$ cat src/rtl/fb_ifu_fetch_pkg.sv
// Shared definitions for the AssemblyLine instruction fetch stage.
// Contents:
//   FB_32BITS     - machine word width
//   FB_RESET_PC   - default first fetch address after reset
//   FB_INST_ALIGN - log2 of the instruction size in bytes
//   FB_DEPTH      - combined credit limit (in-flight + buffered)
//   addr_t, inst_t, id_pkt_t - address, instruction and decode packet types
//   align_pc()    - forces an address onto an instruction boundary
package fb_ifu_fetch_pkg;

   localparam int          FB_32BITS     = 32;
   localparam logic [31:0] FB_RESET_PC   = 32'h0000_0000;
   localparam int          FB_INST_ALIGN = 2;
   localparam int          FB_DEPTH      = 2;

   typedef logic [FB_32BITS-1:0] addr_t;
   typedef logic [FB_32BITS-1:0] inst_t;

   typedef struct packed {
      addr_t pc;
      inst_t inst;
   } id_pkt_t;

   function automatic addr_t align_pc(input addr_t a);
      return {a[FB_32BITS-1:FB_INST_ALIGN], {FB_INST_ALIGN{1'b0}}};
   endfunction

endpackage

$ cat src/rtl/fb_ifu_fetch_if.sv
// Bus bundle between the fetch stage and its neighbours.
// Signals:
//   imem_req/imem_addr/imem_gnt        - request channel to instruction memory
//   imem_rvalid/imem_rdata             - in-order response channel
//   redirect_valid/redirect_pc         - PC change from execute
//   id_valid/id_ready/id_pc/id_inst    - handshake to decode
// Modports:
//   master - the fetch stage
//   slave  - memory, execute and decode seen as one environment
interface fb_ifu_fetch_if;
   import fb_ifu_fetch_pkg::*;

   logic  imem_req;
   addr_t imem_addr;
   logic  imem_gnt;
   logic  imem_rvalid;
   inst_t imem_rdata;
   logic  redirect_valid;
   addr_t redirect_pc;
   logic  id_valid;
   logic  id_ready;
   addr_t id_pc;
   inst_t id_inst;

   modport master (
      output imem_req, imem_addr, id_valid, id_pc, id_inst,
      input  imem_gnt, imem_rvalid, imem_rdata, redirect_valid, redirect_pc, id_ready
   );

   modport slave (
      input  imem_req, imem_addr, id_valid, id_pc, id_inst,
      output imem_gnt, imem_rvalid, imem_rdata, redirect_valid, redirect_pc, id_ready
   );

endinterface

$ cat src/rtl/fb_fifo2.sv
// Two-entry synchronous FIFO.
// Ports:
//   clk, rst_n    - clock, synchronous active-low reset (control state only)
//   push, din     - write request and data
//   pop           - read request; ignored when empty
//   flush         - empties the FIFO, overriding push and pop
//   dout          - head entry (undefined content when empty)
//   full, empty   - occupancy flags
//   count         - number of stored entries (0..2)
// A push while full is accepted only together with a pop.
module fb_fifo2 #(
   parameter int WIDTH = 32
) (
   input  logic             clk,
   input  logic             rst_n,
   input  logic             push,
   input  logic             pop,
   input  logic             flush,
   input  logic [WIDTH-1:0] din,
   output logic [WIDTH-1:0] dout,
   output logic             full,
   output logic             empty,
   output logic [1:0]       count
);

   logic [WIDTH-1:0] mem_q [2];
   logic             wr_ptr_q;
   logic             rd_ptr_q;
   logic [1:0]       cnt_q;
   logic             pop_ok;
   logic             push_ok;

   assign empty   = (cnt_q == 2'd0);
   assign full    = (cnt_q == 2'd2);
   assign count   = cnt_q;
   assign dout    = mem_q[rd_ptr_q];
   assign pop_ok  = pop & ~empty;
   assign push_ok = push & (~full | pop_ok);

   always_ff @(posedge clk) begin
      if (!rst_n || flush) begin
         wr_ptr_q <= 1'b0;
         rd_ptr_q <= 1'b0;
         cnt_q    <= 2'd0;
      end else begin
         if (push_ok) wr_ptr_q <= ~wr_ptr_q;
         if (pop_ok)  rd_ptr_q <= ~rd_ptr_q;
         case ({push_ok, pop_ok})
            2'b10:   cnt_q <= cnt_q + 2'd1;
            2'b01:   cnt_q <= cnt_q - 2'd1;
            default: cnt_q <= cnt_q;
         endcase
      end
   end

   // Storage carries no reset; occupancy alone decides what is valid.
   always_ff @(posedge clk) begin
      if (push_ok) mem_q[wr_ptr_q] <= din;
   end

endmodule

$ cat src/rtl/fb_ifu_fetch.sv
// Instruction fetch stage of the AssemblyLine pipeline.
// Ports:
//   clk    - clock, all state on the rising edge
//   rst_n  - synchronous active-low reset
//   bus    - fb_ifu_fetch_if.master: memory request/response, redirect
//            from execute, {pc, inst} handshake to decode
// Holds the PC, issues in-order requests to a pipelined instruction memory,
// pairs each response with its PC and buffers up to two instructions for
// decode. A redirect discards every response still owed to the old path.
module fb_ifu_fetch
   import fb_ifu_fetch_pkg::*;
#(
   parameter logic [31:0] RESET_PC = FB_RESET_PC,
   // Only 2 is supported: the buffer and PC queue are both two entries deep.
   parameter int          DEPTH    = FB_DEPTH
) (
   input  logic          clk,
   input  logic          rst_n,
   fb_ifu_fetch_if.master bus
);

   addr_t      pc_q;
   logic [1:0] inflight_q;
   logic [1:0] kill_cnt_q;

   addr_t      fetch_addr;
   logic       credit_ok;
   logic       grant;

   addr_t      rsp_pc;
   logic       pcq_full;
   logic       pcq_empty;
   logic [1:0] pcq_cnt;

   id_pkt_t    obuf_din;
   id_pkt_t    obuf_head;
   logic       obuf_push;
   logic       obuf_pop;
   logic       obuf_full;
   logic       obuf_empty;
   logic [1:0] buf_cnt;
   logic       rsp_kill;

   // ---- request side ----
   assign fetch_addr = bus.redirect_valid ? align_pc(bus.redirect_pc) : pc_q;
   // Credits cover both in-flight requests and buffered instructions, so a
   // response always finds room in the output buffer.
   assign credit_ok  = ({1'b0, inflight_q} + {1'b0, buf_cnt}) < 3'(DEPTH);
   assign bus.imem_req  = rst_n & credit_ok;
   assign bus.imem_addr = fetch_addr;
   assign grant         = bus.imem_req & bus.imem_gnt;

   always_ff @(posedge clk) begin
      if (!rst_n) begin
         pc_q       <= RESET_PC;
         inflight_q <= 2'd0;
         kill_cnt_q <= 2'd0;
      end else begin
         if (grant)                   pc_q <= fetch_addr + 32'd4;
         else if (bus.redirect_valid) pc_q <= fetch_addr;

         case ({grant, bus.imem_rvalid})
            2'b10:   inflight_q <= inflight_q + 2'd1;
            2'b01:   inflight_q <= inflight_q - 2'd1;
            default: inflight_q <= inflight_q;
         endcase

         // Everything in flight before the redirect is wrong-path; the
         // response arriving in the redirect cycle is dropped right here.
         // A request granted in the same cycle is not yet counted.
         if (bus.redirect_valid)
            kill_cnt_q <= inflight_q - {1'b0, bus.imem_rvalid};
         else if (bus.imem_rvalid && rsp_kill)
            kill_cnt_q <= kill_cnt_q - 2'd1;
      end
   end

   // ---- response side ----
   fb_fifo2 #(.WIDTH(32)) u_pc_queue (
      .clk   (clk),
      .rst_n (rst_n),
      .push  (grant),
      .pop   (bus.imem_rvalid),
      .flush (1'b0),
      .din   (fetch_addr),
      .dout  (rsp_pc),
      .full  (pcq_full),
      .empty (pcq_empty),
      .count (pcq_cnt)
   );

   assign rsp_kill  = (kill_cnt_q != 2'd0);
   assign obuf_push = bus.imem_rvalid & ~bus.redirect_valid & ~rsp_kill;
   assign obuf_din  = '{pc: rsp_pc, inst: bus.imem_rdata};

   fb_fifo2 #(.WIDTH(64)) u_out_buf (
      .clk   (clk),
      .rst_n (rst_n),
      .push  (obuf_push),
      .pop   (obuf_pop),
      .flush (bus.redirect_valid),
      .din   (obuf_din),
      .dout  (obuf_head),
      .full  (obuf_full),
      .empty (obuf_empty),
      .count (buf_cnt)
   );

   // ---- decode handshake ----
   // A redirect hides the head so a wrong-path instruction never transfers.
   assign bus.id_valid = ~obuf_empty & ~bus.redirect_valid;
   assign obuf_pop     = bus.id_valid & bus.id_ready;
   assign bus.id_pc    = obuf_empty ? '0 : obuf_head.pc;
   assign bus.id_inst  = obuf_empty ? '0 : obuf_head.inst;

   pcq_tracks_inflight: assert property (@(posedge clk) disable iff (!rst_n)
      pcq_cnt == inflight_q);
   rsp_without_req: assert property (@(posedge clk) disable iff (!rst_n)
      !(bus.imem_rvalid && pcq_empty));
   pcq_overflow: assert property (@(posedge clk) disable iff (!rst_n)
      !(grant && pcq_full && !bus.imem_rvalid));
   obuf_overflow: assert property (@(posedge clk) disable iff (!rst_n)
      !(obuf_push && obuf_full && !obuf_pop));

endmodule

$ cat src/flat_wrapper.sv
// flat-port wrapper written by rule: the top's interface ports become plain ports
module fb_ifu_fetch_flat import fb_ifu_fetch_pkg::*;
#(
   parameter logic [31:0] RESET_PC = FB_RESET_PC,
                                                                             
   parameter int          DEPTH    = FB_DEPTH
)
  (clk, rst_n, bus_imem_req, bus_imem_addr, bus_id_valid, bus_id_pc, bus_id_inst, bus_imem_gnt, bus_imem_rvalid, bus_imem_rdata, bus_redirect_valid, bus_redirect_pc, bus_id_ready);
  fb_ifu_fetch_if bus_i ();
  input  logic clk;
  input  logic rst_n;
  output wire logic [$bits(bus_i.imem_req)-1:0] bus_imem_req;
  output wire logic [$bits(bus_i.imem_addr)-1:0] bus_imem_addr;
  output wire logic [$bits(bus_i.id_valid)-1:0] bus_id_valid;
  output wire logic [$bits(bus_i.id_pc)-1:0] bus_id_pc;
  output wire logic [$bits(bus_i.id_inst)-1:0] bus_id_inst;
  input wire logic [$bits(bus_i.imem_gnt)-1:0] bus_imem_gnt;
  input wire logic [$bits(bus_i.imem_rvalid)-1:0] bus_imem_rvalid;
  input wire logic [$bits(bus_i.imem_rdata)-1:0] bus_imem_rdata;
  input wire logic [$bits(bus_i.redirect_valid)-1:0] bus_redirect_valid;
  input wire logic [$bits(bus_i.redirect_pc)-1:0] bus_redirect_pc;
  input wire logic [$bits(bus_i.id_ready)-1:0] bus_id_ready;
  assign bus_imem_req = bus_i.imem_req;
  assign bus_imem_addr = bus_i.imem_addr;
  assign bus_id_valid = bus_i.id_valid;
  assign bus_id_pc = bus_i.id_pc;
  assign bus_id_inst = bus_i.id_inst;
  assign bus_i.imem_gnt = bus_imem_gnt;
  assign bus_i.imem_rvalid = bus_imem_rvalid;
  assign bus_i.imem_rdata = bus_imem_rdata;
  assign bus_i.redirect_valid = bus_redirect_valid;
  assign bus_i.redirect_pc = bus_redirect_pc;
  assign bus_i.id_ready = bus_id_ready;
  fb_ifu_fetch #(.RESET_PC(RESET_PC), .DEPTH(DEPTH)) u_core (.clk(clk), .rst_n(rst_n), .bus(bus_i));
endmodule
$ cat config.mk
export PLATFORM = sky130hd
export DESIGN_NAME = fb_ifu_fetch_flat
export DESIGN_NICKNAME = d
export VERILOG_FILES = /design/src/rtl/fb_ifu_fetch_pkg.sv /design/src/rtl/fb_ifu_fetch_if.sv /design/src/rtl/fb_fifo2.sv /design/src/rtl/fb_ifu_fetch.sv /design/src/flat_wrapper.sv
export SDC_FILE = /design/constraint.sdc
export NUM_CORES = 1
export LEC_CHECK = 0
export ABC_CLOCK_PERIOD_IN_PS = 11900
export BUFFER_PORTS_ARGS = -buffer_cell sky130_fd_sc_hd__buf_2
export CAP_MARGIN = 20
export CORE_MARGIN = 2
export CORE_UTILIZATION = 45
export DETAILED_ROUTE_END_ITERATION = 8
export GPL_TIMING_DRIVEN = 0
export PLACE_DENSITY_LB_ADDON = 0.15
export REMOVE_ABC_BUFFERS = 1
export SYNTH_ARGS = -nofsm -noshare
export SYNTH_HDL_FRONTEND = slang
export SYNTH_SLANG_ARGS = --single-unit
$ cat constraint.sdc
create_clock -name clk -period 11.9 [get_ports clk]
set_input_delay 2.38 -clock clk [delete_from_list [all_inputs] [get_ports clk]]
set_output_delay 2.38 -clock clk [all_outputs]
set_load 0.05 [all_outputs]
==> key figures, run 1 <==
Yosys
  – Ys flop type: edfxtp_1
  – FFs w/ async S/R, synth: 0%
  – Syn avg cell area: 14.3 µm²
  – Synth unique cells: 60
  – Post-synthesis sequential area ratio: approximately 68%
  – Cells after synthesis: roughly 690
  – EDFF count, synth: 192
  – Yosys warnings: 0
  – Post-synthesis register bit count: 238
  – Synthesized area: approximately 0.0099 mm²

GRT
  – Largest net degree at the start of global routing: 63
  – Overall routing resource usage: ~18%
  – GR Overflow Total: 0
  – First-pass GRT wire length: approximately 33000 µm
  – Vias in the first global route: ~6300
  – Number of antenna violations at the first check in global routing: 0

Worst setup path
  – Crit path max-delay family: buffers and inverters
  – Crit path largest cell delay: ~0.48 ns
  – Crit. End Element: output pin
  – CP Data Arrival Time: a little under 4 ns
  – CP max FO: 42
  – Crit path kind: in2out
  – Bufs and invs on worst path: 4
  – Critical Path Source Type: input port
  – Worst path most repeated cell: buf_2
  – WP data required: between 9 and 10 ns
  – CP Cell Sequence: buf_2, buf_12, mux2i_1, inv_1, buf_2
  – Slowest CP cell: mux2i_1

Power
  – PD cells: roughly 160 mW/mm²
  – Pleak: about 4.6 nW
  – Worst vdd ir: ~0.12 mV

Clocking
  – Clock sinks: around 240
  – CTS max path bufs: 3
  – Post-CTS Resized: 0
  – Worst-Skew Late Latency: 0.52 ns
  – Hold Buf Count CTS: 0
  – CTS tree: built
  – Post-CTS Setup Bufs: 0
  – CTS clk-pin slew, worst paths: about 0.060 ns
  – CTS H-Tree Depth: 1
  – Number of buffers created by CTS: 26
  – Root buf cell: clkbuf_16

Final layout
  – Nets: roughly 940
  – Layout Area Growth over Synthesis: 21.2%
  – Share of cells above drive strength 1: between 30% and 40%
  – Non-filler cells, final: between 1000 and 1500
  – Sequential Area: 0.00669 mm²
  – Filler cells: about 1800
  – Multi-input combinational cell area: 0.00302 mm²
  – # diodes: 0

Routing
  – WL final: approximately 21000 µm
  – DRT antenna net count: 0
  – Wire per inst: approximately 18 µm
  – Violation count after the first detailed-routing iteration: approximately 370
  – Via count: 6168
  – TritonRoute pass-1 iters: 5
  – Drt drc: 0
  – Via density: 5.31

Timing
  – Final hold vios: 0
  – Fin worst setup slack: about 5.6 ns
  – Hold slack: 0.480 ns
  – Worst Max-Slew Pin Slew: roughly 0.9 ns
  – Final Max Slew Viols: 0
  – Final setup violation count: 0
  – Final Cycle Share: 53.1%
  – Final Critical Period: ~6.3 ns
  – Max_slew headroom: slightly below 40%
  – Setup TNS: 0 ns
  – Final Skew: just under 0.009 ns
  – RSZ-0062 raised after global routing: no
  – Fmax: 158 MHz

Floorplanning
  – DIE AREA: ~0.023 mm²
  – Die height: about 150 µm
  – # rows: 54
  – Initial Utilization: 45.6%
  – Die Width: 152 µm
  – Core Area: 0.0217 mm²
  – Top Ports: around 170

Placed design
  – DP HPWL: about 14000 µm
  – Routability cong.: between 0.7 and 0.8
  – Place WS: 5.26 ns
  – Inst Count DP: 1114
  – Port Buffer Count: approximately 170

Worst hold path
  – Hold Crit Class: reg2reg

Run
  – Total of max-cap violations: 0

Status
  – Outcome: finished, final reports clean
-- final timing paths --
check	slack, ns	start	cells past startpoint	to
setup / recovery	5.58	bus_redirect_valid	5	bus_imem_addr[15]
hold / removal	0.48	u_core.pc_q[5]	2	u_core.pc_q[5]
setup reg to reg	8.56	u_core.u_out_buf.count[0]	6	u_core.u_pc_queue.mem_q[1][20]
hold reg to reg	0.48	u_core.pc_q[5]	2	u_core.pc_q[5]
-- cell usage after synthesis (2+ instances only) --
| cell type | instances | area [µm²] |
|---|---|---|
| edfxtp_1 | 192 | 5770 |
| nor2_1 | 90 | 338 |
| mux2i_1 | 72 | 721 |
| mux2_2 | 56 | 631 |
| dfxtp_1 | 46 | 921 |
| nand2_1 | 25 | 93.8 |
| clkbuf_1 | 15 | 56.3 |
| nor3_1 | 14 | 70.1 |
| a21oi_1 | 12 | 60.1 |
| xnor2_1 | 11 | 96.3 |
| buf_1 | 10 | 37.5 |
| inv_1 | 10 | 37.5 |
| nand3_1 | 10 | 50.1 |
| o21ai_0 | 10 | 50.1 |
| nand4_1 | 8 | 50.1 |
| nor3b_1 | 8 | 60.1 |
| and2_1 | 7 | 43.8 |
| and4_1 | 7 | 61.3 |
| a31oi_1 | 6 | 37.5 |
| and3_1 | 6 | 37.5 |
| buf_2 | 6 | 30.0 |
| xor2_1 | 6 | 52.6 |
| a211oi_1 | 5 | 37.5 |
| nor4_1 | 5 | 31.3 |
| ha_1 | 4 | 50.1 |
| nand2b_1 | 4 | 25.0 |
| o211a_1 | 4 | 40.0 |
| nor2b_1 | 3 | 18.8 |
| and3b_1 | 2 | 17.5 |
| and4b_1 | 2 | 20.0 |
| clkbuf_2 | 2 | 10.0 |
| nand3b_4 | 2 | 40.0 |
| or2_2 | 2 | 12.5 |
-- per-layer routing --
metal	vias to the layer above	wire, µm	GRT usage, %
met1	3010	8860	22.6
met5	-	0	0
met4	0	391	4.90
met2	206	10800	32.0
met3	36	1250	3.07
li1	2916	-	-
-- state kept, by name, summed over array words and instances (netlist names), named ones only --
signal                      count
u_core.inflight_q               2
u_core.kill_cnt_q               2
u_core.pc_q                    32
u_core.u_out_buf.count          2
u_core.u_out_buf.mem_q        128
u_core.u_out_buf.rd_ptr_q       1
u_core.u_out_buf.wr_ptr_q       1
u_core.u_pc_queue.count         2
u_core.u_pc_queue.mem_q        64
u_core.u_pc_queue.rd_ptr_q      1
u_core.u_pc_queue.wr_ptr_q      1
-- worst min-delay path, delay by kind of cell, from the launching register on --
kind             cells  cell delay (ns)
AO/OA/AOI/OAI        1             0.05
flip-flops           1             0.32
AND/OR/NAND/NOR      1             0.06
-- layout make-up --
cell class	count	share of cell area [%]
sequential	238	55.9
multi-input combinational	405	25.2
timing repair buffer	182	8.70
clock buffer	33	5.83
tap	280	2.92
clock inverter	14	1.19
inverter	10	0.313
-- cells by family (layout without fill, tap and decap cells) --
logic type                 count (synthesis)  count (layout)  share of synthesized area, %
DFF                                      238             238                          67.6
and+or+nand+nor                          202             202                          10.6
muxes                                    128             128                          13.7
AOI/OAI and AO/OA                         53              53                          3.86
buffers and inverters                     46             239                          2.08
xor gates and xnor gates                  17              17                          1.51
adders and majority gates                  5               5                         0.709
-- where the power goes --
group / leakage [nW] / internal (mW) / total [mW] / switching (mW)
Sequential: 2.14 / 0.947 / 0.965 / 0.0177
Clock: 0.412 / 0.477 / 0.781 / 0.304
Combinational: 2.00 / 0.0738 / 0.227 / 0.154
Total: 4.56 / 1.50 / 1.97 / 0.475
-- cells in the final DEF (no fill, tap or decap), drive strengths merged, types with 2 or more instances in the layout --
cell    instances
bufinv          3
xor2            6
nor2           90
a31oi           6
inv            10
buf           182
o21ai          10
and3b           2
clkbuf         33
nand2b          4
edfxtp        192
nor4            5
and4            7
mux2           56
a211oi          5
mux2i          72
and2            7
nand3b          3
nor2b           3
nand4           9
ha              4
dfxtp          46
a21boi          3
o211a           5
or2             2
nand2          25
and4b           2
a21oi          12
xnor2          11
and3            6
nor3b           8
clkinv         10
nor3           14
nand3          11
-- per-stage QoR --
stage,instance area [µm²],util [%],power (mW)
floorplan,9720,-,1.14
global placement,10900,50.2,1.20
detailed placement,11100,51.3,1.21
CTS,12000,55.1,1.99
global route,12000,55.2,2.05
finish,12000,55.2,1.97
No activity file was read; power rests on OpenSTA's default activity.
==> run 2, diff against run 1 <==
Settings changed: ABC_AREA set to 1, ABC_CLOCK_PERIOD_IN_PS 11900 to 6000.
Clock period 11.9 ns to 6 ns, I/O delays scaled along.
==> run 2 against run 1 <==
Compared with the run above:
- via count rose by 18%
- power rose by 95%
- largest power group unchanged
- largest cell class unchanged
- combinational power rose by 86%
==> key figures, run 2 <==
Placed design
  – DP HPWL: 16100 µm (+13%)
  – Cell Area, Placed: 0.0115 mm² (+3.5%)
  – Routability cong.: 0.867 (+19%)
  – Inst Count DP: 1402 (+26%)
  – Port Buffer Count: 165 (unchanged)

GRT
  – Routing usage on met2: 34.8% (+2.8 points)
  – Largest net degree at the start of global routing: 66 (+4.8%)
  – Met3 global-route usage: 3.23% (+0.16 points)
  – Overall routing resource usage: 19.7% (+1.8 points)
  – GR Overflow Total: 0 (unchanged)
  – First-pass GRT wire length: 37100 µm (+12%)
  – Vias in the first global route: 6936 (+10%)
  – Grt met1 use: 25.7% (+3.0 points)
  – Top Usage Layer GRT: met2
  – Number of antenna violations at the first check in global routing: 0 (unchanged)

Clocking
  – Root buf cell: clkbuf_16
  – Post-CTS Resized: 0 (unchanged)
  – Worst-Skew Late Latency: 0.53 ns (about the same)
  – CTS clk-pin slew, worst paths: 0.06 ns (about the same)
  – CTS max path bufs: 3 (unchanged)
  – CTS H-Tree Depth: 1 (unchanged)
  – CTS tree: built
  – Clock sinks: 238 (unchanged)
  – Hold Buf Count CTS: 0 (unchanged)
  – Number of buffers created by CTS: 26 (unchanged)
  – Post-CTS Setup Bufs: 0 (unchanged)

Yosys
  – FFs w/ async S/R, synth: 0% (unchanged)
  – Top-count cell post-synth: nand2_1
  – Synthesized area: 0.0102 mm² (+3.6%)
  – Post-synthesis register bit count: 238 (unchanged)
  – Syn avg cell area: 10.5 µm² (-27%)
  – Top cells by area, synth: edfxtp_1, nand2_1, dfxtp_1
  – Commonest cells post-synth: nand2_1, edfxtp_1, a21oi_1, nor2_1, inv_1
  – Complex-gate fraction of the synthesized area: 6.75% (+2.9 points)
  – Adder-cell area share of the yosys netlist: 0.684% (-0.025 points)
  – Yosys warnings: 0 (unchanged)
  – EDFF count, synth: 192 (unchanged)
  – Ys flop type: edfxtp_1
  – Synth unique cells: 38 (-37%)
  – Largest family of logic cells by synthesized area: simple AND/OR/NAND/NOR gates
  – XOR/XNOR Fraction of Synth Area: 1.03% (-0.48 points)
  – Synth area leader: edfxtp_1
  – Cells after synthesis: 980 (+42%)
  – Simple-Gate Fraction of Synth Area: 18.2% (+7.6 points)
  – Mux cell area share after synthesis: 3.52% (-10 points)
  – Post-synthesis sequential area ratio: 65.3% (-2.4 points)
  – Top cell type's share of synthesized area: 56.3% (-2.0 points)

Worst hold path
  – Hold depth: 2 (unchanged)
  – Hold Crit Class: reg2reg

Timing
  – Setup TNS: 0 ns (unchanged)
  – RSZ-0062 raised after global routing: no
  – Max_slew headroom: 41.7% (+2.9 points)
  – Final Cycle Share: approximately 69%
  – Final Skew: 0.0135 ns (+0.00483 ns)
  – Final Max Slew Viols: 0 (unchanged)
  – Final Critical Period: slightly above 4 ns
  – Final setup violation count: 0 (unchanged)
  – Final hold vios: 0 (unchanged)
  – Worst Max-Slew Pin Slew: 0.875 ns (-0.0409 ns)
  – Fmax: between 200 and 250 MHz

Power
  – PD cells: 312 mW/mm² (+89%)
  – Clock share of power: 39.6% (about the same)
  – Internal power: 2.88 mW (+92%)
  – Total Power: 3.85 mW (+95%)
  – Pleak: 4.99 nW (+9.5%)
  – Sw power: 969 µW (+100%)
  – Worst vdd ir: 0.247 mV (+110%)
  – Sw frac: 25.2% (+1.1 points)
  – Combinational Power Share: 11.0% (-0.5 points)
  – Reg power frac: 49.4% (+0.5 points)

Worst setup path
  – WP data required: 4.80 ns (-4.72 ns)
  – CP max FO: 34 (-19%)
  – Crit. End Element: output pin
  – Reg2Reg Depth: 9 (+3)
  – Crit path kind: in2out
  – Setup slack, reg-to-reg: 2.61 ns (-5.95 ns)
  – Critical Path Source Type: input port
  – CP Data Arrival Time: 2.94 ns (-1.00 ns)

Final layout
  – Filler cells: 2006 (+9.7%)
  – Final Util: 54.8% (-0.42 points)
  – Share of cells above drive strength 1: 25.2% (-8.0 points)
  – Biggest register: u_core.u_out_buf.mem_q
  – Fin area: 0.0123 mm² (+3.0%)
  – Regs by FF count: u_core.u_out_buf.mem_q: 128 flops, u_core.u_pc_queue.mem_q: 64 flops, u_core.pc_q: 32 flops
  – Most common cell after layout, fill and taps aside: nand2_1
  – Most frequent cells in the layout: nand2_1, edfxtp_1, buf_2
  – Nets: 1220 (+30%)
  – Max reg flops: 128 (unchanged)
  – Non-filler cells, final: 1451 (+25%)
  – Layout Area Growth over Synthesis: 20.4%

Status
  – Outcome: finished, final reports clean

Floorplanning
  – Top Ports: 168 (unchanged)
  – # rows: 55 (+1.9%)
  – Die Width: 155 µm (+1.7%)
  – Initial Utilization: 45.5% (-0.060 points)
  – Core Area: 0.0225 mm² (+3.8%)
  – Die height: 155 µm (+1.7%)
  – DIE AREA: 0.0240 mm² (+3.5%)

Routing
  – Violation count after the first detailed-routing iteration: 439 (+19%)
  – Via density: 5.00 (-5.9%)
  – Wire per inst: 16.4 µm (-11%)
  – WL final: 23800 µm (+12%)
  – Via count: 7251 (+18%)
  – Drt drc: 0 (unchanged)
  – DRT antenna net count: 0 (unchanged)
  – TritonRoute pass-1 iters: 5 (unchanged)

Run
  – Total of max-cap violations: 0 (unchanged)
-- run 2: cell types whose count changed after synthesis, sizes merged, moves of 6 or more --
cell / delta
a21oi: +73
and2: -6
and4: -7
inv: +63
mux2: -24
mux2i: -72
nand2: +296
nand3: +14
nor3b: -7
o21ai: +26
xnor2: -7
-- run 2: worst max-delay path, cell delays in order --
cell,delay [ns]
buf_2,0.44
inv_2,0.43
or2_2,0.40
o21a_1,0.20
buf_2,0.25
-- run 2: routing by layer --
metal	vias up	wire, µm
met1	3407	10700
met5	-	0
met3	36	1150
met4	0	472
met2	179	11500
li1	3629	-
-- run 2: logic make-up after synthesis --
group / after synthesis
and+or+nand+nor: 454
muxes: 32
AOI/OAI and AO/OA: 128
DFF: 238
buffers and inverters: 111
xor gates and xnor gates: 12
adders and majority gates: 5
-- run 2: area by class of cell --
type                    count  area [µm²]  area share, %
diodes                      1        2.50         0.0203
well taps                 285         357           2.89
repair buffers            175        1060           8.62
clock inverters            18         154           1.25
flip-flops and latches    238        6690           54.2
clock buffers              30         666           5.40
inverters                  73         274           2.22
multi-input cells         631        3130           25.4
-- run 2: worst paths after layout --
| path | start | endpoint |
|---|---|---|
| max | bus_redirect_valid | bus_imem_addr[30] |
| min | u_core.pc_q[0] | u_core.pc_q[0] |
| max reg2reg | u_core.u_out_buf.count[0] | u_core.u_pc_queue.mem_q[1][27] |
| min reg2reg | u_core.pc_q[0] | u_core.pc_q[0] |
-- run 2: metrics by stage --
step                setup WS [ns]  hold WS [ns]
global route                 1.70         0.465
finish                       1.86         0.437
floorplan                   0.617         0.417
global placement            -2.08         0.425
detailed placement           1.84         0.431
CTS                          1.84         0.439
-- run 2: power by group through the flow --
stage | Sequential (mW) | Clock [mW] | Combinational, mW
finish | 1.90 | 1.52 | 0.422
floorplan | 1.93 | 0 | 0.282
global placement | 1.94 | 0 | 0.403
detailed placement | 1.94 | 0 | 0.426
global route | 1.91 | 1.62 | 0.464
CTS | 1.90 | 1.56 | 0.428
==> run 3, diff against run 2 <==
Settings changed: ABC_CLOCK_PERIOD_IN_PS 6000 to 3500.
Clock period 6 ns to 3.5 ns, I/O delays scaled along.
==> run 3 against run 2 <==
Compared with the run above:
- clock skew grew 0.0011 ns
- critical path depth is the same
- power rose by 72%
==> key figures, run 3 (same netlist as run 2, synthesis figures left out) <==
Status
  – Outcome: finished, final reports clean

Worst hold path
  – Hold Crit Class: in2reg
  – Min-delay src: bus_imem_rdata[26]

Run
  – Total of max-cap violations: 0 (unchanged)

GRT
  – Number of antenna violations at the first check in global routing: 0 (unchanged)
  – Overall routing resource usage: 19.7% (unchanged)
  – Grt met1 use: 25.7% (unchanged)
  – Vias in the first global route: 6936 (unchanged)
  – First-pass GRT wire length: 37100 µm (unchanged)
  – Largest net degree at the start of global routing: 66 (unchanged)
  – Met3 global-route usage: 3.23% (unchanged)
  – GR Overflow Total: 0 (unchanged)
  – Routing usage on met2: 34.8% (unchanged)
  – Top Usage Layer GRT: met2

Routing
  – Via count: 7312 (+0.84%)
  – Drt drc: 0 (unchanged)
  – DRT antenna net count: 0 (unchanged)
  – Via density: 5.03 (+0.63%)
  – Wire per inst: 16.6 µm (+1.2%)
  – TritonRoute pass-1 iters: 5 (unchanged)
  – Violation count after the first detailed-routing iteration: 440 (+0.23%)
  – WL final: 24100 µm (+1.4%)

Final layout
  – Sequential Area: 0.00669 mm² (unchanged)
  – Multi-input combinational cell area: 0.00313 mm² (unchanged)
  – Most common cell after layout, fill and taps aside: nand2_1
  – Non-filler cells, final: 1454 (+0.21%)
  – Regs by FF count: u_core.u_out_buf.mem_q: 128 flops, u_core.u_pc_queue.mem_q: 64 flops, u_core.pc_q: 32 flops
  – Fin area: 0.0124 mm² (+0.32%)
  – Final Util: 55.0% (+0.18 points)
  – Share of cells above drive strength 1: 25.5% (+0.26 points)
  – Biggest register: u_core.u_out_buf.mem_q
  – # diodes: 0 (-1)
  – Max reg flops: 128 (unchanged)
  – Most frequent cells in the layout: nand2_1, edfxtp_1, buf_2
  – Nets: 1224 (+0.33%)
  – Filler cells: 2002 (-0.20%)
  – Layout Area Growth over Synthesis: 20.8%

Worst setup path
  – Crit. End Element: output pin
  – Crit path from: bus_redirect_valid
  – Critical Path Source Type: input port
  – Reg2reg start: u_core.u_out_buf.count[1]
  – CP Data Arrival Time: 2.44 ns (-0.50 ns)
  – CP max FO: 34 (unchanged)
  – Setup slack, reg-to-reg: 0.55 ns (-2.06 ns)
  – WP data required: 2.80 ns (-2.00 ns)
  – Crit path kind: in2out

Power
  – Total Power: 6.60 mW (+72%)
  – Worst vdd ir: 0.423 mV (+71%)
  – Pleak: 5.01 nW (+0.43%)
  – PD cells: 533 mW/mm² (+71%)

Clocking
  – CTS tree: built
  – Number of buffers created by CTS: 26 (unchanged)
  – Post-CTS Setup Bufs: 0 (unchanged)
  – Hold Buf Count CTS: 0 (unchanged)
  – CTS clk-pin slew, worst paths: 0.06 ns (about the same)
  – Post-CTS Resized: 0 (unchanged)
  – Clock sinks: 238 (unchanged)
  – CTS max path bufs: 3 (unchanged)
  – Root buf cell: clkbuf_16
  – Worst-Skew Late Latency: 0.53 ns (about the same)
  – CTS H-Tree Depth: 1 (unchanged)

Timing
  – RSZ-0062 raised after global routing: no
  – Final Cycle Share: about nine tenths
  – Max_slew headroom: 41.8% (+0.11 points)
  – Final hold vios: 0 (unchanged)
  – Worst Max-Slew Pin Slew: 0.873 ns (-0.00159 ns)
  – Final Critical Period: roughly 3.1 ns
  – Final setup violation count: 0 (unchanged)
  – Final Max Slew Viols: 0 (unchanged)
  – Fmax: 319 MHz
  – Final Skew: 0.0145 ns (+0.00106 ns)
  – Fin worst setup slack: 0.360 ns (-1.50 ns)

Floorplanning
  – Top Ports: 168 (unchanged)
  – DIE AREA: 0.0240 mm² (unchanged)
  – Die height: 155 µm (unchanged)
  – Initial Utilization: 45.5% (unchanged)
  – Die Width: 155 µm (unchanged)
  – # rows: 55 (unchanged)
  – Core Area: 0.0225 mm² (unchanged)

Placed design
  – Routability cong.: 0.867 (unchanged)
  – Cell Area, Placed: 0.0115 mm² (unchanged)
  – Port Buffer Count: 165 (unchanged)
  – Place WS: -0.107 ns (-1.95 ns)
  – DP HPWL: 16100 µm (unchanged)
  – Inst Count DP: 1402 (unchanged)
==> run 3: changes by cell type in the layout (fill, tap and decap cells not counted), sizes merged <==
cell | previous run | this run
buf | 175 | 179
diode | 1 | 0
==> run 3: power by group <==
| part | internal [mW] | switching [mW] | total, mW |
|---|---|---|---|
| Sequential | 3.20 | 0.0520 | 3.26 |
| Clock | 1.52 | 1.10 | 2.61 |
| Combinational | 0.214 | 0.516 | 0.730 |
| Total | 4.93 | 1.67 | 6.60 |
==> run 3: per-stage QoR <==
step | hold slack (ns) | setup TNS [ns]
2_1_floorplan | 0.417 | -261.34
3_3_place_gp | 0.425 | -763.11
3_5_place_dp | 0.431 | -2.71
4_1_cts | 0.337 | 0
5_1_grt | 0.335 | 0
6_report | 0.363 | 0
==> run 3: area by class of cell <==
cell class | count | area share, %
multi-input combinational | 631 | 25.3
inverter | 73 | 2.21
tap | 285 | 2.88
timing repair buffer | 179 | 8.94
sequential | 238 | 54.1
clock buffer | 30 | 5.38
clock inverter | 18 | 1.24
==> run 3: path summary, 6_finish.rpt <==
check,end,cells after the start
max,bus_imem_addr[30],5
max reg2reg,u_core.u_out_buf.mem_q[1][58],9
min,u_core.u_out_buf.mem_q[1][26],1
min reg2reg,u_core.pc_q[0],2
==> run 3: worst max-delay path, stage by stage <==
cell and delay, ns:
buf_2 0.44, inv_2 0.43, or2_2 0.39, o21a_1 0.21, buf_2 0.26
==> run 3: routing by layer <==
| metal | wire length (µm) | vias up | share of wire, % |
|---|---|---|---|
| li1 | - | 3637 | - |
| met1 | 10800 | 3439 | 45 |
| met2 | 11600 | 200 | 48 |
| met3 | 1240 | 36 | 5.1 |
| met4 | 472 | 0 | 2.0 |
| met5 | 0 | - | 0 |
